[config.mk]
export PLATFORM = sky130hd
export DESIGN_NAME = water_level_ctrl_flat
export DESIGN_NICKNAME = d
export VERILOG_FILES = /design/src/rtl/water_level_ctrl_if.sv /design/src/rtl/water_level_ctrl.sv /design/src/flat_wrapper.sv
export SDC_FILE = /design/constraint.sdc
export NUM_CORES = 1
export LEC_CHECK = 0
export BUFFER_PORTS_ARGS = -buffer_cell sky130_fd_sc_hd__buf_2
export CAP_MARGIN = 20
export CORE_MARGIN = 8
export CORE_UTILIZATION = 32
export CTS_CLUSTER_DIAMETER = 120
export CTS_CLUSTER_SIZE = 8
export DETAILED_ROUTE_END_ITERATION = 8
export PLACE_DENSITY = 0.47
export SLEW_MARGIN = 10
export SYNTH_ARGS = -nofsm -noshare
export SYNTH_HDL_FRONTEND = slang
export SYNTH_SLANG_ARGS = --single-unit
[constraint.sdc]
create_clock -name clk -period 5.2 [get_ports clk]
set_input_delay 0 -clock clk [delete_from_list [all_inputs] [get_ports clk]]
set_output_delay 0 -clock clk [all_outputs]
set_load 0.01 [all_outputs]
[src/rtl/water_level_ctrl_if.sv]
// Bus between the bakery tank level switches / valves and the level controller.
// The tank-side driver (bench or plant) uses master, the controller uses slave.
interface water_level_ctrl_if;
    logic       en;
    logic       fill_req;
    logic       drain_req;
    logic       fault_clr;
    logic       Y_water_base;
    logic       Y_water_middle;
    logic       Y_water_top;
    logic       X_water;
    logic       X_drain;
    logic       ready;
    logic       busy;
    logic       fault;
    logic [1:0] fault_code;

    modport master (
        output en, fill_req, drain_req, fault_clr,
        output Y_water_base, Y_water_middle, Y_water_top,
        input  X_water, X_drain, ready, busy, fault, fault_code
    );

    modport slave (
        input  en, fill_req, drain_req, fault_clr,
        input  Y_water_base, Y_water_middle, Y_water_top,
        output X_water, X_drain, ready, busy, fault, fault_code
    );
endinterface

[src/rtl/water_level_ctrl.sv]
// Closed-loop fill/hold/drain controller for the bakery water tank,
// with fill/drain timeouts and a latched sensor-consistency fault.
module water_level_ctrl #(
    parameter int FILL_TIMEOUT  = 64,
    parameter int DRAIN_TIMEOUT = 64,
    parameter int DRAIN_EXTRA   = 4,
    parameter int CNT_W         = 8
) (
    input  logic              clk,
    input  logic              rst,
    water_level_ctrl_if.slave bus
);
    localparam logic [2:0] S_IDLE  = 3'd0;
    localparam logic [2:0] S_FILL  = 3'd1;
    localparam logic [2:0] S_HOLD  = 3'd2;
    localparam logic [2:0] S_DRAIN = 3'd3;
    localparam logic [2:0] S_FAULT = 3'd4;

    localparam logic [CNT_W-1:0] FT = CNT_W'(FILL_TIMEOUT);
    localparam logic [CNT_W-1:0] DT = CNT_W'(DRAIN_TIMEOUT);
    localparam logic [CNT_W-1:0] DE = CNT_W'(DRAIN_EXTRA);

    logic [2:0]       state, state_n;
    logic [CNT_W-1:0] cnt, cnt_n, cnt_inc;
    logic             tail, tail_n;
    logic [1:0]       code, code_n;
    logic             x_water_q, x_drain_q;
    logic             ready_q, busy_q, fault_q;
    logic             base, mid, top, bad;

    assign base = bus.Y_water_base;
    assign mid  = bus.Y_water_middle;
    assign top  = bus.Y_water_top;
    assign bad  = (top & ~mid) | (mid & ~base);

    assign cnt_inc = (cnt == '1) ? cnt : cnt + 1'b1;

    always_comb begin
        state_n = state;
        cnt_n   = cnt_inc;
        tail_n  = tail;
        code_n  = code;
        if (state != S_FAULT && bad) begin
            state_n = S_FAULT;
            code_n  = 2'd3;
        end else begin
            unique case (state)
                S_IDLE: begin
                    if (bus.drain_req)
                        state_n = S_DRAIN;
                    else if (bus.fill_req)
                        state_n = top ? S_HOLD : S_FILL;
                end
                S_FILL: begin
                    if (top) begin
                        state_n = S_HOLD;
                    end else if (bus.drain_req) begin
                        state_n = S_DRAIN;
                    end else if (cnt_inc >= FT) begin
                        state_n = S_FAULT;
                        code_n  = 2'd1;
                    end
                end
                S_HOLD: begin
                    if (!mid)
                        state_n = S_FILL;
                    else if (bus.drain_req)
                        state_n = S_DRAIN;
                end
                S_DRAIN: begin
                    // tail: base has dropped, count the extra open ticks
                    if (tail) begin
                        if (cnt_inc >= DE)
                            state_n = S_IDLE;
                    end else if (!base) begin
                        tail_n = 1'b1;
                        cnt_n  = '0;
                    end else if (cnt_inc >= DT) begin
                        state_n = S_FAULT;
                        code_n  = 2'd2;
                    end
                end
                S_FAULT: begin
                    if (bus.fault_clr) begin
                        state_n = S_IDLE;
                        code_n  = 2'd0;
                    end
                end
                default: state_n = S_IDLE;
            endcase
        end
        if (state_n != state) begin
            cnt_n  = '0;
            tail_n = 1'b0;
        end
    end

    always_ff @(posedge clk or posedge rst) begin
        if (rst) begin
            state     <= S_IDLE;
            cnt       <= '0;
            tail      <= 1'b0;
            code      <= 2'd0;
            x_water_q <= 1'b0;
            x_drain_q <= 1'b0;
            ready_q   <= 1'b0;
            busy_q    <= 1'b0;
            fault_q   <= 1'b0;
        end else if (bus.en) begin
            state     <= state_n;
            cnt       <= cnt_n;
            tail      <= tail_n;
            code      <= code_n;
            x_water_q <= (state_n == S_FILL);
            x_drain_q <= (state_n == S_DRAIN);
            ready_q   <= (state_n == S_HOLD);
            busy_q    <= (state_n == S_FILL) ||
                         (state_n == S_DRAIN);
            fault_q   <= (state_n == S_FAULT);
        end
    end

    assign bus.X_water    = x_water_q;
    assign bus.X_drain    = x_drain_q;
    assign bus.ready      = ready_q;
    assign bus.busy       = busy_q;
    assign bus.fault      = fault_q;
    assign bus.fault_code = code;
endmodule

[src/flat_wrapper.sv]
// flat-port wrapper written by rule: the top's interface ports become plain ports
module water_level_ctrl_flat 
#(
    parameter int FILL_TIMEOUT  = 64,
    parameter int DRAIN_TIMEOUT = 64,
    parameter int DRAIN_EXTRA   = 4,
    parameter int CNT_W         = 8
)
  (clk, rst, bus_en, bus_fill_req, bus_drain_req, bus_fault_clr, bus_Y_water_base, bus_Y_water_middle, bus_Y_water_top, bus_X_water, bus_X_drain, bus_ready, bus_busy, bus_fault, bus_fault_code);
  water_level_ctrl_if bus_i ();
  input  logic clk;
  input  logic rst;
  input wire logic [$bits(bus_i.en)-1:0] bus_en;
  input wire logic [$bits(bus_i.fill_req)-1:0] bus_fill_req;
  input wire logic [$bits(bus_i.drain_req)-1:0] bus_drain_req;
  input wire logic [$bits(bus_i.fault_clr)-1:0] bus_fault_clr;
  input wire logic [$bits(bus_i.Y_water_base)-1:0] bus_Y_water_base;
  input wire logic [$bits(bus_i.Y_water_middle)-1:0] bus_Y_water_middle;
  input wire logic [$bits(bus_i.Y_water_top)-1:0] bus_Y_water_top;
  output wire logic [$bits(bus_i.X_water)-1:0] bus_X_water;
  output wire logic [$bits(bus_i.X_drain)-1:0] bus_X_drain;
  output wire logic [$bits(bus_i.ready)-1:0] bus_ready;
  output wire logic [$bits(bus_i.busy)-1:0] bus_busy;
  output wire logic [$bits(bus_i.fault)-1:0] bus_fault;
  output wire logic [$bits(bus_i.fault_code)-1:0] bus_fault_code;
  assign bus_i.en = bus_en;
  assign bus_i.fill_req = bus_fill_req;
  assign bus_i.drain_req = bus_drain_req;
  assign bus_i.fault_clr = bus_fault_clr;
  assign bus_i.Y_water_base = bus_Y_water_base;
  assign bus_i.Y_water_middle = bus_Y_water_middle;
  assign bus_i.Y_water_top = bus_Y_water_top;
  assign bus_X_water = bus_i.X_water;
  assign bus_X_drain = bus_i.X_drain;
  assign bus_ready = bus_i.ready;
  assign bus_busy = bus_i.busy;
  assign bus_fault = bus_i.fault;
  assign bus_fault_code = bus_i.fault_code;
  water_level_ctrl #(.FILL_TIMEOUT(FILL_TIMEOUT), .DRAIN_TIMEOUT(DRAIN_TIMEOUT), .DRAIN_EXTRA(DRAIN_EXTRA), .CNT_W(CNT_W)) u_core (.clk(clk), .rst(rst), .bus(bus_i));
endmodule
# Word-level counts from Yosys, hierarchy flattened
# Index checks and enable logic that the tools add are counted.
[op_classes]
add_sub_neg = 1
n_lt_le_gt_ge = 2
n_eq_ne = 19
mux = 34
n_bitwise = 5
n_reduce_logical = 7
[op_table]
columns = ["cell", "count"]
rows = [
  ["two-way mux 8 bit", 6],
  ["two-way mux 3 bit", 12],
  ["two-way mux 2 bit", 9],
  ["one-hot mux 3 bit (5 select lines)", 1],
  ["equality test 3 x 2 -> 1 bit (second input constant)", 4],
  ["!= test 3 x 2 -> 1 bit (second input constant)", 4],
  ["AND reduction 9 bit", 1],
  ["adder 8 x 1 -> 8 bit (second input constant)", 1],
  ["equality test 8 bit (second input constant)", 1],
  ["greater-or-equal comparator 8 x 3 -> 1 bit (second input constant)", 1],
  ["greater-or-equal comparator 8 x 7 -> 1 bit (second input constant)", 1],
  ["equality test 3 x 1 -> 1 bit (second input constant)", 2],
  ["equality test 3 bit (second input constant)", 2],
  ["!= test 3 x 1 -> 1 bit (second input constant)", 2],
  ["!= test 3 bit (second input constant)", 2],
  ["one-hot mux 2 bit (3 select lines)", 1],
  ["two-way mux 1 bit", 5],
  ["nonzero test 4 bit", 1],
  ["logical NOT 3 bit", 1],
  ["!= test 3 bit", 1],
  ["AND reduction 3 bit", 1],
  ["AND 1 bit", 2],
  ["!= test 2 bit (second input constant)", 1],
  ["NOT 1 bit", 2],
  ["other kinds (4)", 4],
]
[totals]
reg_bits = 19
elab_cells = 77

# Longest topological paths before layout
[logic_depth]
ltp_word = 11
mapped_depth = 8
ltp_nobuf = 7

# Least setup slack after synthesis
# Ideal clock, no wire load.
[synth_timing]
path_type = "reg2reg"
start = "reg u_core.cnt[0]"
end = "reg u_core.cnt[0]"
setup_time_ps = 82
t_arrival_ps = 2200
t_required_ps = 5118
setup_slack_ps = 2918
stages_incl_launch_ff = 9
path_cell_list = "dfrtp_1 > ha_1 > and3_1 > buf_6 > a311o_1 > and4b_4 > nor4_4 > nand2_2 > o22ai_1"
[synth_via]
elab_chain_len = 10
[synth_rtl]
columns = ["item", "line_no", "source"]
rows = [
  ["start: declaration", "water_level_ctrl.sv:24", "logic [CNT_W-1:0] cnt, cnt_n, cnt_inc;"],
  ["start signal: assignment", "water_level_ctrl.sv:111", "cnt <= cnt_n;"],
  ["adder 8 x 1 -> 8 bit or equality test 8 bit (tied branches)", "water_level_ctrl.sv:36", "assign cnt_inc = (cnt == '1) ? cnt : cnt + 1'b1;"],
  ["two-way mux 8 bit (*)", "water_level_ctrl.sv:36", ""],
  ["greater-or-equal comparator 8 x 7 -> 1 bit", "water_level_ctrl.sv:59, water_level_ctrl.sv:78", ""],
  ["two-way mux 3 bit", "water_level_ctrl.sv:59, water_level_ctrl.sv:78", ""],
  ["two-way mux 3 bit (on tied branches)", "water_level_ctrl.sv:75, water_level_ctrl.sv:57", ""],
  ["two-way mux 3 bit (on tied branches)", "water_level_ctrl.sv:72, water_level_ctrl.sv:55", ""],
  ["one-hot mux 3 bit (5 select lines)", "water_level_ctrl.sv:47", "unique case (state)"],
  ["two-way mux 3 bit", "water_level_ctrl.sv:43", "if (state != S_FAULT && bad) begin"],
  ["!= test 3 bit", "water_level_ctrl.sv:92", "if (state_n != state) begin"],
  ["two-way mux 8 bit (*)", "water_level_ctrl.sv:92", ""],
]
# Mark *: on every way between the ends. The rest lies on a longest branch, timed or not.
# A chain may end at the register's enable or synchronous reset.

# Worst setup path in the final report
# Same ends and word-level chain as after synthesis.

==> results.toml <==
[clocking]
clock_path_buffers = 2
insertion_delay_ns = 0.26
cts_tree = "built"
cts_root_buf = "clkbuf_8"
htree_levels = 1
path_clk_slew_ns = 0.07
cts_made_buffers = 3
cts_setup_buffers = 0
cts_sinks = 19

[layout]
drive_gt1_frac = 0.1726
nNetsFinal = 179
multi_input_area_um2 = 809.5
area_growth_pct = 10.30
fin_area_um2 = 1500
diodes = 0
area.sequential_um2 = 475.5
nFillCells = 432
final_cells = 218

[job]
cap_violations = 0

[synthesis]
ys.flop_type = "dfrtp_1"
ys_seq_area_frac = 0.3496
yosysUniqueCellTypes = 45
synth_edf_count = 0
synthCells = 158
synth_nets = 168
avgSynthCellArea_um2 = 8.608
synth_warnings = 0
synthArstFlopShare = 1.000
synth_area_um2 = 1360
synth-seq-cells = 19

[routing]
drt-wirelength-per-cell_um = 15.79
vias = 1239
via_per_inst = 5.683
firstDrtPassIters = 4
antenna_left = 0
top_layer = "met4"
drt_iter0_drc = 119
wirelength_um = 3443
route.layer.met1.wl_um = 1754
drc = 0
wl_met3_um = 153
dr_wl_met2_um = 1503

[timing]
timing.final.ws_setup_ns = 2.691
fmaxAchievable_ghz = 0.3986
relSlewSlack = 0.5093
tightest_slew_ns = 0.7352
grt_setup_unrepaired = "no"
hold_viol = 0
finClkSkew_ns = 0.002063
fin_crit_sh = 0.4825
drv_slew = 0
layout_min_cycle_time_ns = 2.509
finalSetupTns_ns = 0
finalSetupViolCount = 0

[grt]
grt.total_usage = 0.1108
grt_pass1_wl_um = 5775
first_global_vias = 1244
grt_max_degree = 23
antenna_found_initial = 0
grt_remaining_overflow = 0

[power_and_ir_drop]
p_leak_nw = 0.6364
power_density_nw_per_um2 = 268.5
total_power_mw = 0.4028
ir_drop_mv = 0.1035

[placement]
place.gp.congestion = 0.9158
dp_slack_ns = 2.734
io_buffers = 15
dpl.hpwl_um = 2533
dpl.cell_count = 213
dpl_cell_area_um2 = 1445

[setup_path]
crit_path_start_kind = "register"
critPathKind = "register to register"
critical_path.max_fanout = 7
arrival_ns = 2.69
endpoint_kind = "register"
cp.required_ns = 5.38

[floorplanning]
die_x_um = 81.20
fp-row-count = 23
initial_core_util = 0.3352
fp.dieH_um = 81.20
fp.coreArea_um2 = 4058
die-area_um2 = 6593
io_pins = 16

[worst_hold_path]
hold_path_class = "input port to register"

[status]
status = "completed"
## path summary, 6_finish.rpt
kind                                                  end                         start  slack (ns)  depth (start not counted)
max                             u_core.cnt[0]$_DFFE_PP0P_     u_core.cnt[0]$_DFFE_PP0P_        2.69                          7
min                               u_core.tail$_DFFE_PP0P_              bus_Y_water_base        0.07                          4
max reg2reg                     u_core.cnt[0]$_DFFE_PP0P_     u_core.cnt[0]$_DFFE_PP0P_        2.69                          7
min reg2reg                  u_core.bus.fault$_DFFE_PP0P_  u_core.bus.fault$_DFFE_PP0P_        0.48                          1
max in group asynchronous       u_core.cnt[1]$_DFFE_PP0P_                           rst        4.34                          3
min in group asynchronous  u_core.bus.X_drain$_DFFE_PP0P_                           rst        0.40                          3
## Yosys cell counts, drive strengths merged (5+ instances only)
| cell type | count | area (um2) |
|---|---|---|
| a21oi | 12 | 60.06 |
| o21a | 5 | 37.54 |
| dfrtp | 19 | 475.5 |
| nor3 | 5 | 25.02 |
| nand3 | 7 | 35.03 |
| inv | 6 | 22.52 |
| nand3b | 5 | 37.54 |
| nand2 | 15 | 58.81 |
| clkbuf | 8 | 30.03 |
| and3 | 5 | 33.78 |
| a31oi | 5 | 31.28 |
| o21ai | 5 | 25.02 |
| nor2 | 8 | 30.03 |
## cells in the final DEF (no fill, tap or decap), types with 4 or more instances in the layout
master / instances
nand2b_1: 4
nor3_1: 5
nand3b_1: 5
o31ai_1: 4
a31oi_1: 5
nand2_1: 14
nand3_1: 7
inv_1: 6
dfrtp_1: 19
buf_2: 15
o21a_1: 5
a21oi_1: 12
o21ai_0: 5
nor2_1: 8
## logic make-up after synthesis
kind of cell    Yosys count  share of synthesized area
flops                    19                     0.3496
simple gates             63                     0.2695
buf+inv                  16                    0.05520
xor+xnor                  1                   0.006441
compound gates           53                     0.2714
fa+ha+maj                 1                   0.009198
mux                       5                    0.03864
## area by class of cell
type	count	area share
clock buffer	4	0.03002
inverter	6	0.01501
multi-input combinational	123	0.5396
sequential	19	0.3169
tap	50	0.04170
timing repair buffer	16	0.05671
## sequential cells by signal (all words and copies together), names as in the netlist
register / flops
u_core.bus.X_drain: 1
u_core.bus.X_water: 1
u_core.bus.busy: 1
u_core.bus.fault: 1
u_core.bus.fault_code: 2
u_core.bus.ready: 1
u_core.cnt: 8
u_core.state: 3
u_core.tail: 1
## through the flow
stage	util	hold WS, ns
floorplan	-	-0.04887
CTS	0.3697	0.07067
finish	0.3697	0.07372
detailed placement	0.3562	0.1783
global route	0.3697	0.08018
global placement	0.3562	0.1745
## report_power, final
| group | internal (mW) | leakage [nW] | switching [mW] | total, mW |
|---|---|---|---|---|
| Sequential | 0.165 | 0.249 | 0.0197 | 0.185 |
| Clock | 0.0546 | 0.0228 | 0.0503 | 0.105 |
| Combinational | 0.0489 | 0.365 | 0.0644 | 0.113 |
## repair_timing
action | 4_1_cts | 5_1_grt
endpoints found under the hold margin | 19 | 0
hold buffers | 1 | 0
gates resized for setup | 0 | 0
## metal layers
layer	vias up	track usage
met2	24	0.1684
met3	5	0.02980
met4	0	0.03571
met1	590	0.1483
li1	620	-
met5	-	0
## critical path, stage by stage (launching register included)
cell and delay, ns:
dfrtp_1 0.41, ha_1 0.26, and3_1 0.27, a311o_1 0.45, and4b_4 0.25, nor4_4 0.46, a31oi_1 0.18, o22ai_1 0.15
No activity file was read; power rests on OpenSTA's default activity.
